**src/rtl/rv64g_l2_probe_ctrl.sv**
```systemverilog
// Coherence probe sequencer: reads a directory entry for one Acquire and probes the other
// holders. It then collects their ProbeAcks and writes back an invariant-safe entry.
module rv64g_l2_probe_ctrl #(
    parameter int SETS  = 256,
    parameter int WAYS  = 16,
    parameter int CORES = 4,
    localparam int CW = $clog2(CORES),
    localparam int SW = $clog2(SETS),
    localparam int WW = $clog2(WAYS)
) (
    input  logic                  clk,
    input  logic                  rst_n,
    input  logic                  req_valid_i,
    output logic                  req_ready_o,
    input  logic [SW-1:0]         req_set_i,
    input  logic [WW-1:0]         req_way_i,
    input  logic [CW-1:0]         req_core_i,
    input  logic                  req_grow_t_i,
    output logic [SW-1:0]         dir_rd_set_o,
    input  logic [WAYS-1:0]       dir_valid_i,
    input  logic [WAYS*CORES-1:0] dir_sharers_i,
    input  logic [WAYS-1:0]       dir_owner_valid_i,
    input  logic [WAYS*CW-1:0]    dir_owner_id_i,
    input  logic [WAYS-1:0]       dir_dirty_i,
    output logic                  probe_valid_o,
    input  logic                  probe_ready_i,
    output logic [CW-1:0]         probe_core_o,
    output logic                  probe_to_n_o,
    input  logic                  pack_valid_i,
    input  logic [CW-1:0]         pack_core_i,
    input  logic                  pack_data_i,
    output logic                  dir_we_o,
    output logic [SW-1:0]         dir_wr_set_o,
    output logic [WW-1:0]         dir_wr_way_o,
    output logic                  dir_wr_valid_o,
    output logic [CORES-1:0]      dir_wr_sharers_o,
    output logic                  dir_wr_owner_valid_o,
    output logic [CW-1:0]         dir_wr_owner_id_o,
    output logic                  dir_wr_dirty_o,
    output logic                  done_valid_o,
    output logic                  done_dirty_o
);

    typedef enum logic [1:0] {S_IDLE, S_READ, S_PROBE, S_UPDATE} state_e;

    state_e           state_q, state_d;
    logic [SW-1:0]    set_q, set_d;
    logic [WW-1:0]    way_q, way_d;
    logic [CW-1:0]    core_q, core_d;
    logic             grow_t_q, grow_t_d;
    logic             old_valid_q, old_valid_d;
    logic [CORES-1:0] old_sharers_q, old_sharers_d;
    logic             old_owner_valid_q, old_owner_valid_d;
    logic [CW-1:0]    old_owner_id_q, old_owner_id_d;
    logic             old_dirty_q, old_dirty_d;
    logic [CORES-1:0] mask_q, mask_d;
    logic [CORES-1:0] sent_q, sent_d;
    logic [CORES-1:0] pending_q, pending_d;
    logic             data_seen_q, data_seen_d;

    logic             sel_valid, sel_owner_valid, sel_dirty;
    logic [CORES-1:0] sel_sharers, sel_owner_oh, req_oh, rd_mask, unsent;
    logic [CW-1:0]    sel_owner_id, next_probe;

    function automatic logic [CW-1:0] lowest_idx(input logic [CORES-1:0] v);
        lowest_idx = '0;
        for (int i = CORES - 1; i >= 0; i--) begin
            if (v[i]) lowest_idx = CW'(i);
        end
    endfunction

    assign sel_valid       = dir_valid_i[way_q];
    assign sel_sharers     = dir_sharers_i[way_q*CORES +: CORES];
    assign sel_owner_valid = dir_owner_valid_i[way_q];
    assign sel_owner_id    = dir_owner_id_i[way_q*CW +: CW];
    assign sel_dirty       = dir_dirty_i[way_q];
    assign sel_owner_oh    = sel_owner_valid ? (CORES'(1) << sel_owner_id) : '0;
    assign req_oh          = CORES'(1) << core_q;
    assign unsent          = mask_q & ~sent_q;
    assign next_probe      = lowest_idx(unsent);

    // toT evicts every other holder; toB only has to demote a foreign owner.
    always_comb begin
        rd_mask = '0;
        if (sel_valid) begin
            if (grow_t_q)
                rd_mask = (sel_sharers | sel_owner_oh) & ~req_oh;
            else if (sel_owner_valid && (sel_owner_id != core_q))
                rd_mask = sel_owner_oh;
        end
    end

    always_comb begin
        // NOTE: every signal written here gets a default first so no latch is inferred.
        state_d              = state_q;
        set_d                = set_q;
        way_d                = way_q;
        core_d               = core_q;
        grow_t_d             = grow_t_q;
        old_valid_d          = old_valid_q;
        old_sharers_d        = old_sharers_q;
        old_owner_valid_d    = old_owner_valid_q;
        old_owner_id_d       = old_owner_id_q;
        old_dirty_d          = old_dirty_q;
        mask_d               = mask_q;
        sent_d               = sent_q;
        pending_d            = pending_q;
        data_seen_d          = data_seen_q;
        req_ready_o          = 1'b0;
        dir_rd_set_o         = '0;
        probe_valid_o        = 1'b0;
        probe_core_o         = '0;
        probe_to_n_o         = 1'b0;
        dir_we_o             = 1'b0;
        dir_wr_set_o         = '0;
        dir_wr_way_o         = '0;
        dir_wr_valid_o       = 1'b0;
        dir_wr_sharers_o     = '0;
        dir_wr_owner_valid_o = 1'b0;
        dir_wr_owner_id_o    = '0;
        dir_wr_dirty_o       = 1'b0;
        done_valid_o         = 1'b0;
        done_dirty_o         = 1'b0;

        unique case (state_q)
            S_IDLE: begin
                req_ready_o = 1'b1;
                if (req_valid_i) begin
                    set_d    = req_set_i;
                    way_d    = req_way_i;
                    core_d   = req_core_i;
                    grow_t_d = req_grow_t_i;
                    state_d  = S_READ;
                end
            end
            S_READ: begin
                dir_rd_set_o      = set_q;
                // Fields of an invalid entry are garbage; zero them so they never leak into the write.
                old_valid_d       = sel_valid;
                old_sharers_d     = sel_valid ? sel_sharers : '0;
                old_owner_valid_d = sel_valid & sel_owner_valid;
                old_owner_id_d    = sel_owner_id;
                old_dirty_d       = sel_valid & sel_dirty;
                mask_d            = rd_mask;
                pending_d         = rd_mask;
                sent_d            = '0;
                data_seen_d       = 1'b0;
                state_d           = (rd_mask != '0) ? S_PROBE : S_UPDATE;
            end
            S_PROBE: begin
                probe_valid_o = (unsent != '0);
                probe_core_o  = probe_valid_o ? next_probe : '0;
                probe_to_n_o  = probe_valid_o & grow_t_q;
                if (probe_valid_o && probe_ready_i)
                    sent_d = sent_q | (CORES'(1) << next_probe);
                if (pack_valid_i && sent_q[pack_core_i] && pending_q[pack_core_i]) begin
                    pending_d[pack_core_i] = 1'b0;
                    data_seen_d            = data_seen_q | pack_data_i;
                end
                if (pending_q == '0)
                    state_d = S_UPDATE;
            end
            S_UPDATE: begin
                dir_we_o       = 1'b1;
                done_valid_o   = 1'b1;
                done_dirty_o   = old_valid_q & (old_dirty_q | data_seen_q);
                dir_wr_set_o   = set_q;
                dir_wr_way_o   = way_q;
                dir_wr_valid_o = 1'b1;
                if (grow_t_q) begin
                    dir_wr_owner_valid_o = 1'b1;
                    dir_wr_owner_id_o    = core_q;
                    dir_wr_dirty_o       = old_dirty_q | data_seen_q;
                end else begin
                    dir_wr_sharers_o = old_sharers_q | req_oh
                                     | (old_owner_valid_q ? (CORES'(1) << old_owner_id_q) : '0);
                end
                state_d = S_IDLE;
            end
            default: state_d = S_IDLE;
        endcase
    end

    // NOTE: sequential state uses non-blocking assignments only.
    always_ff @(posedge clk) begin
        if (!rst_n) begin
            state_q           <= S_IDLE;
            set_q             <= '0;
            way_q             <= '0;
            core_q            <= '0;
            grow_t_q          <= 1'b0;
            old_valid_q       <= 1'b0;
            old_sharers_q     <= '0;
            old_owner_valid_q <= 1'b0;
            old_owner_id_q    <= '0;
            old_dirty_q       <= 1'b0;
            mask_q            <= '0;
            sent_q            <= '0;
            pending_q         <= '0;
            data_seen_q       <= 1'b0;
        end else begin
            state_q           <= state_d;
            set_q             <= set_d;
            way_q             <= way_d;
            core_q            <= core_d;
            grow_t_q          <= grow_t_d;
            old_valid_q       <= old_valid_d;
            old_sharers_q     <= old_sharers_d;
            old_owner_valid_q <= old_owner_valid_d;
            old_owner_id_q    <= old_owner_id_d;
            old_dirty_q       <= old_dirty_d;
            mask_q            <= mask_d;
            sent_q            <= sent_d;
            pending_q         <= pending_d;
            data_seen_q       <= data_seen_d;
        end
    end

endmodule

```
**config.mk**
```make
export PLATFORM = sky130hd
export DESIGN_NAME = rv64g_l2_probe_ctrl
export DESIGN_NICKNAME = d
export VERILOG_FILES = /design/src/rtl/rv64g_l2_probe_ctrl.sv
export SDC_FILE = /design/constraint.sdc
export NUM_CORES = 1
export LEC_CHECK = 0
export BUFFER_PORTS_ARGS = -buffer_cell sky130_fd_sc_hd__buf_2
export CAP_MARGIN = 20
export CORE_ASPECT_RATIO = 1.1
export CORE_UTILIZATION = 39
export CTS_BUF_LIST = sky130_fd_sc_hd__clkbuf_4 sky130_fd_sc_hd__clkbuf_8
export DETAILED_ROUTE_END_ITERATION = 8
export GPL_TIMING_DRIVEN = 0
export PLACE_DENSITY = 0.85
export REMOVE_ABC_BUFFERS = 1
export SYNTH_ARGS = -nofsm -noshare
export SYNTH_HDL_FRONTEND = slang
export SYNTH_SLANG_ARGS = --single-unit
```
**constraint.sdc**
```tcl
create_clock -name clk -period 3.1 [get_ports clk]
set_input_delay 0.465 -clock clk [delete_from_list [all_inputs] [get_ports clk]]
set_output_delay 0.465 -clock clk [all_outputs]
set_load 0.01 [all_outputs]
```
======== Yosys cells after proc, flatten, opt, wreduce, memory -nomap -nowiden ========
Index checks and enable logic that the tools add are counted.
storage, ports and cells
  output and inout port bits .............. 37
  logic and storage cells ................. 111
  input port bits ......................... 167
  register bits after elaboration ......... 39
cells by class
  equality and inequality tests ........... 8
  order comparisons ....................... 3
  muxes and demuxes ....................... 50
  reduce and logical (&&, ||, !) cells .... 14
  shift operators ......................... 6
  bitwise logic cells ..................... 16
operator list
  cell                                                        count
  indexed part select 64 x 7 -> 4 bit                         1
  two-way mux 4 bit                                           11
  indexed part select 32 x 6 -> 2 bit                         1
  two-way mux 2 bit                                           10
  two-way mux 1 bit                                           17
  two-way mux 8 bit                                           2
  OR 4 bit                                                    4
  case mux 4 bit (2 select lines)                             2
  << shifter 1 x 2 -> 4 bit, first input constant             4
  AND 4 bit                                                   3
  binary-select mux 1 bit (select 4 bit)                      3
  inverter 4 bit                                              3
  inequality test 2 bit, second input constant                4
  case mux 2 bit (4 select lines)                             1
  AND reduction 2 bit                                         4
  nonzero test 4 bit                                          2
  logical AND 1 bit                                           5
  less-than comparator 4 x 5 -> 1 bit, second input constant  1
  AND 1 bit                                                   4
  binary-select mux 1 bit (select 2 bit)                      2
  == test 2 bit, second input constant                        2
  zero test 4 bit                                             1
  less-than comparator 2 x 3 -> 1 bit, second input constant  1
  demux 1 bit (select 2 bit)                                  1
  7 further kinds                                             8

======== Depth between registers and ports, before layout ========
  word-level depth ........................ 10
  depth in mapped cells ................... 10
  gate-level depth less buffers ........... 8

======== Least setup slack after synthesis ========
No wires, ideal clock.
  kind .................................... flip-flop to flip-flop
  start point ............................. register way_q[0]
  end point ............................... register mask_q[3]
  clock period less this slack ............ 2.342 ns
  path buffers ............................ 3
  data arrival time ....................... 2.227 ns
  data required time ...................... 2.985 ns
  path slack .............................. 0.758 ns
  setup time .............................. 0.115 ns
  cell stages (with the launch flop) ...... 9
  path through ............................ dfxtp_1 -> buf_6 -> buf_4 -> mux4_2 -> mux4_2 -> clkbuf_1 -> o2111ai_1 -> mux2i_1 -> and2_1
on the way
  longest elaborated chain between the ends .. 7
  elaborated cells on any way between the ends .. 15
  those cells by class .................... 1 x eq/ne; 3 x shift; 8 x mux; 2 x bitwise; 1 x reduce/logical
RTL lines
  element                                                                                               line    text
  from (decl)                                                                                           48      logic [WW-1:0] way_q, way_d;
  from (signal assigned)                                                                                204     way_q <= way_d;
  indexed part select 32 x 6 -> 2 bit / binary-select mux 1 bit (select 4 bit) (equally long branches)  75, 74
  << shifter 1 x 2 -> 4 bit / two-way mux 1 bit (equally long branches)                                 77, 74
  two-way mux 4 bit                                                                                     77      assign sel_owner_oh = sel_owner_valid ? (CORES'(1) << sel_owner_id) : '0;
  OR 4 bit                                                                                              87      rd_mask = (sel_sharers | sel_owner_oh) & ~req_oh;
  AND 4 bit                                                                                             87
  two-way mux 4 bit                                                                                     86      if (grow_t_q)
  two-way mux 4 bit *                                                                                   85      if (sel_valid) begin
  to (signal assigned)                                                                                  212     mask_q <= mask_d;
  to (decl)                                                                                             56      logic [CORES-1:0] mask_q, mask_d;
Mark *: on every way between the ends. The rest lies on a longest branch, timed or not. The select of a mux whose other input is x is not followed.
A chain may end at the register's enable or synchronous reset.

======== Worst setup path after layout ========
  start point ............................. register way_q[1]
  end point ............................... register state_q[0]
on the way
  longest elaborated chain between the ends .. 10
  elaborated cells on any way between the ends .. 18
  those cells by class .................... 1 x eq/ne; 3 x shift; 10 x mux; 2 x bitwise; 2 x reduce/logical
RTL lines
  element                                                                                               line    text
  indexed part select 32 x 6 -> 2 bit / binary-select mux 1 bit (select 4 bit) (equally long branches)  75, 74
  << shifter 1 x 2 -> 4 bit / two-way mux 1 bit (equally long branches)                                 77, 74
  two-way mux 4 bit                                                                                     77
  OR 4 bit                                                                                              87
  AND 4 bit                                                                                             87
  two-way mux 4 bit                                                                                     86
  two-way mux 4 bit *                                                                                   85
  nonzero test 4 bit *                                                                                  148     state_d = (rd_mask != '0) ? S_PROBE : S_UPDATE;
  two-way mux 1 bit *                                                                                   148
  case mux 2 bit (4 select lines) *                                                                     125     unique case (state_q)
  to (signal assigned)                                                                                  202     state_q <= state_d;
  to (decl)                                                                                             46      state_e state_q, state_d;
Marks and branches as above.

==> implementation parameters <==
Parameter                              Value

Global route
  Global-route wire length before repair ... approximately 16 mm
  Number of global-route vias before repair ... 3565
  Largest net degree at the start of global routing ... 38
  All-layer global routing usage ... 0.2256
  Initial antenna violation count ... 0
  Total global routing overflow ... 0

Yosys
  Cell count after synthesis ... about 350
  Portion of synthesized cell area occupied by the leading cell type ... 0.2635
  Fraction of the yosys area taken by sequential cells ... 0.2342
  Dominant synthesized flop cell ... sky130_fd_sc_hd__dfxtp_1
  Syn Area/Cell ... 9.496 sq um
  Netlist area before placement ... 3333 sq um
  Largest cells by area after synthesis ... sky130_fd_sc_hd__mux4_2 (26%), sky130_fd_sc_hd__dfxtp_1 (23%), sky130_fd_sc_hd__nand2_1 (5.3%)
  Most area-hungry cell type in the Yosys netlist ... sky130_fd_sc_hd__mux4_2
  Total of flip-flops plus latches after synthesis ... 39
  Most used standard cell by instance count after synthesis ... sky130_fd_sc_hd__nand2_1
  Proportion of register bits with asynchronous set or reset after synthesis ... 0
  EDFF count, synth ... 0
  Top cell types by occurrence after synthesis ... sky130_fd_sc_hd__nand2_1 (47), sky130_fd_sc_hd__dfxtp_1 (39), sky130_fd_sc_hd__mux4_2 (39)
  Synth Warn # ... 0
  Netlist cell types ... 43

Run
  Max-cap violations ... 0

Layout
  Layout cells sized above 1 ... 0.4860
  Post-route core utilization ... 0.5448
  Number of nets in the layout ... 707
  Fill count ... 770
  Area Overhead vs Synth ... 36.00%
  Final cell count without fillers ... 648
  Final antenna diode count ... 0
  Fin area ... 4533 sq um

Placed design
  Half-perimeter wire length after detailed placement ... 8.217 mm
  Port bufs ... a little over 200
  Cells after DPL ... ~640
  Pre-CTS worst setup slack ... -22.43 ps
  Routability-driven placement congestion ratio ... about 0.9
  Cell Area, Placed ... between 4000 and 5000 sq um

Drt
  Sum of routed wire segments on met1 ... approximately 3.7 mm
  Drt first-iter violations ... 178
  Number of antenna-violating nets in the routed design ... 0
  DRC Markers ... 0
  Met3 WL ... around 560 um
  Routed len/inst ... roughly 15 um
  Via/cell ratio ... 5.407
  DR pass1 iterations ... 5
  WL final ... approximately 10 mm
  Detailed route wirelength on metal2 ... 5.478 mm
  Number of vias after detailed routing ... 3504
  Highest metal used ... met4

Timing
  Final Critical Period ... 2945 ps
  Post-route worst setup slack ... 155.1 ps
  Share of the clock period used by the worst path after layout ... 0.9500
  Maximum operating frequency ... approximately 0.34 GHz
  Unrepaired setup endpoints after global routing ... no
  Worst max-slew margin expressed relative to the limit ... 0.3997
  Final Slew Violations ... 0
  Final count of negative-setup-slack endpoints ... 0
  Transition time at the pin with the least slew margin ... 899.2 ps
  Worst clock skew ... between 5 and 6 ps
  Hold violation count in the final report ... 0

Power and ir drop
  Final total power ... 0.002379 W
  PD cells ... around 520 nW/um^2
  Leak pwr ... 1.986 nW
  Peak supply drop ... 0.2194 mV

Die
  Die Width ... 90.15 um
  Vertical die dimension ... 98.96 um
  Core footprint ... 8320 sq um
  Initial standard-cell utilization of the core ... 0.4006
  Number of top-level design ports ... between 200 and 250
  Total Die Area ... between 8000 and 9000 sq um
  Rows ... 35

Setup path
  Endpoint kind of the worst setup timing path ... flip-flop
  Cell with the largest stage delay on the worst path ... sky130_fd_sc_hd__mux4_1
  Type of the setup path with the least slack ... reg -> reg
  Worst path cell trace ... buf_16, mux4_1, mux2i_1, mux2_2, and2_1, a311oi_2, nand4b_1, o21ai_1
  Startpoint type of the worst setup path ... flip-flop
  CP peak stage delay ... between 500 and 600 ps
  Critical path arrival ... 3130 ps
  Data required time at the worst endpoint ... 3290 ps
  Critical path fanouts, max ... 22

Clocking
  Clock-pin slew reported for the worst setup and hold paths after clock tree synthesis ... 80 ps
  Number of clock sinks ... 39
  TritonCTS clock tree ... done
  Number of hold-repair buffers added at the cts stage ... 0
  H-tree depth ... 2
  Root Driver ... sky130_fd_sc_hd__clkbuf_8
  Clock network latency to the later pin of the worst-skew pair ... approximately 290 ps
  Bufs on Longest Clock Path ... 2
  TritonCTS Buffers ... 5

Status
  Run status ... finished clean

Worst hold path
  HP Class ... in -> reg
-- worst max-delay path, delay by kind of cell, from the launching register on --
kind | cells | cell delay, ps
AOI/OAI and AO/OA | 2 | 410
buffers and inverters | 1 | 220
DFF | 1 | 550
muxes | 3 | 1310
and+or+nand+nor | 2 | 340
-- cell usage in the layout, fill, tap and decap left out, types with 3 or more instances in the layout --
cell type,instances
sky130_fd_sc_hd__nand3_1,13
sky130_fd_sc_hd__a21boi_0,22
sky130_fd_sc_hd__nor2b_1,12
sky130_fd_sc_hd__dfxtp_2,3
sky130_fd_sc_hd__nand2b_1,11
sky130_fd_sc_hd__a32o_1,3
sky130_fd_sc_hd__a31oi_1,3
sky130_fd_sc_hd__inv_1,14
sky130_fd_sc_hd__buf_2,203
sky130_fd_sc_hd__nor2_1,20
sky130_fd_sc_hd__a21oi_1,10
sky130_fd_sc_hd__and2_1,27
sky130_fd_sc_hd__mux2i_1,15
sky130_fd_sc_hd__clkbuf_8,5
sky130_fd_sc_hd__ha_1,4
sky130_fd_sc_hd__o21ai_0,10
sky130_fd_sc_hd__dfxtp_1,36
sky130_fd_sc_hd__a22oi_1,3
sky130_fd_sc_hd__mux4_1,3
sky130_fd_sc_hd__nand2_1,47
sky130_fd_sc_hd__mux4_2,39
-- power breakdown --
part / switching, W / internal [W] / leakage [nW] / total [W]
registers: 0.000134 / 0.000594 / 0.319 / 0.000728
clock network: 0.000180 / 0.000239 / 0.0581 / 0.000420
logic: 0.000606 / 0.000624 / 1.61 / 0.00123
total: 0.000921 / 0.00146 / 1.99 / 0.00238
-- cell families after synthesis --
group           share of synthesized area
flops                              0.2342
simple gates                       0.2136
buf+inv                           0.05968
mux                                0.3390
fa+ha+maj                         0.01502
compound gates                     0.1385
-- path summary, 6_finish.rpt --
check	start	end	slack (ps)	depth (start not counted)
min	req_set_i[3]	set_q[3]	420	3
max reg2reg	way_q[1]	state_q[0]	160	8
max	way_q[1]	state_q[0]	160	8
min reg2reg	set_q[1]	set_q[1]	470	2
-- layout make-up --
class,instances,area (sq um),share of cell area
multi-input cells,270,2354,0.5192
repair buffers,206,1091,0.2407
flip-flops and latches,39,784.5,0.1731
well taps,111,138.9,0.03064
clock buffers,5,68.82,0.01518
inverters,14,52.55,0.01159
clock inverters,3,43.79,0.009660
-- metal layers --
metal / vias to the layer above / track usage
met5: - / 0
met4: 0 / 0.1117
met3: 34 / 0.03627
met2: 172 / 0.4381
met1: 1639 / 0.2334
li1: 1659 / -
-- timing repair --
item / 4_1_cts / 5_1_grt
buffers inserted: 0 / 0
resized for setup: 1 / 1
endpoints found under the setup margin: 3 / 5
-- registers in the layout (all words and copies together), names as in the netlist, 2 cells and up --
register and cells:
core_q 2, mask_q 4, old_owner_id_q 2, old_sharers_q 4, pending_q 4, sent_q 4
set_q 8, state_q 2, way_q 4
-- per-stage QoR --
step                      TNS (ps)  hold WS, ps
final                            0        415.4
after global routing             0        420.1
after CTS                        0        405.1
after detailed placement    -38.92        467.0
after global placement       -8756        454.7
after floorplan              -1966        447.3
Note: power is estimated with default switching activity, not from simulation.
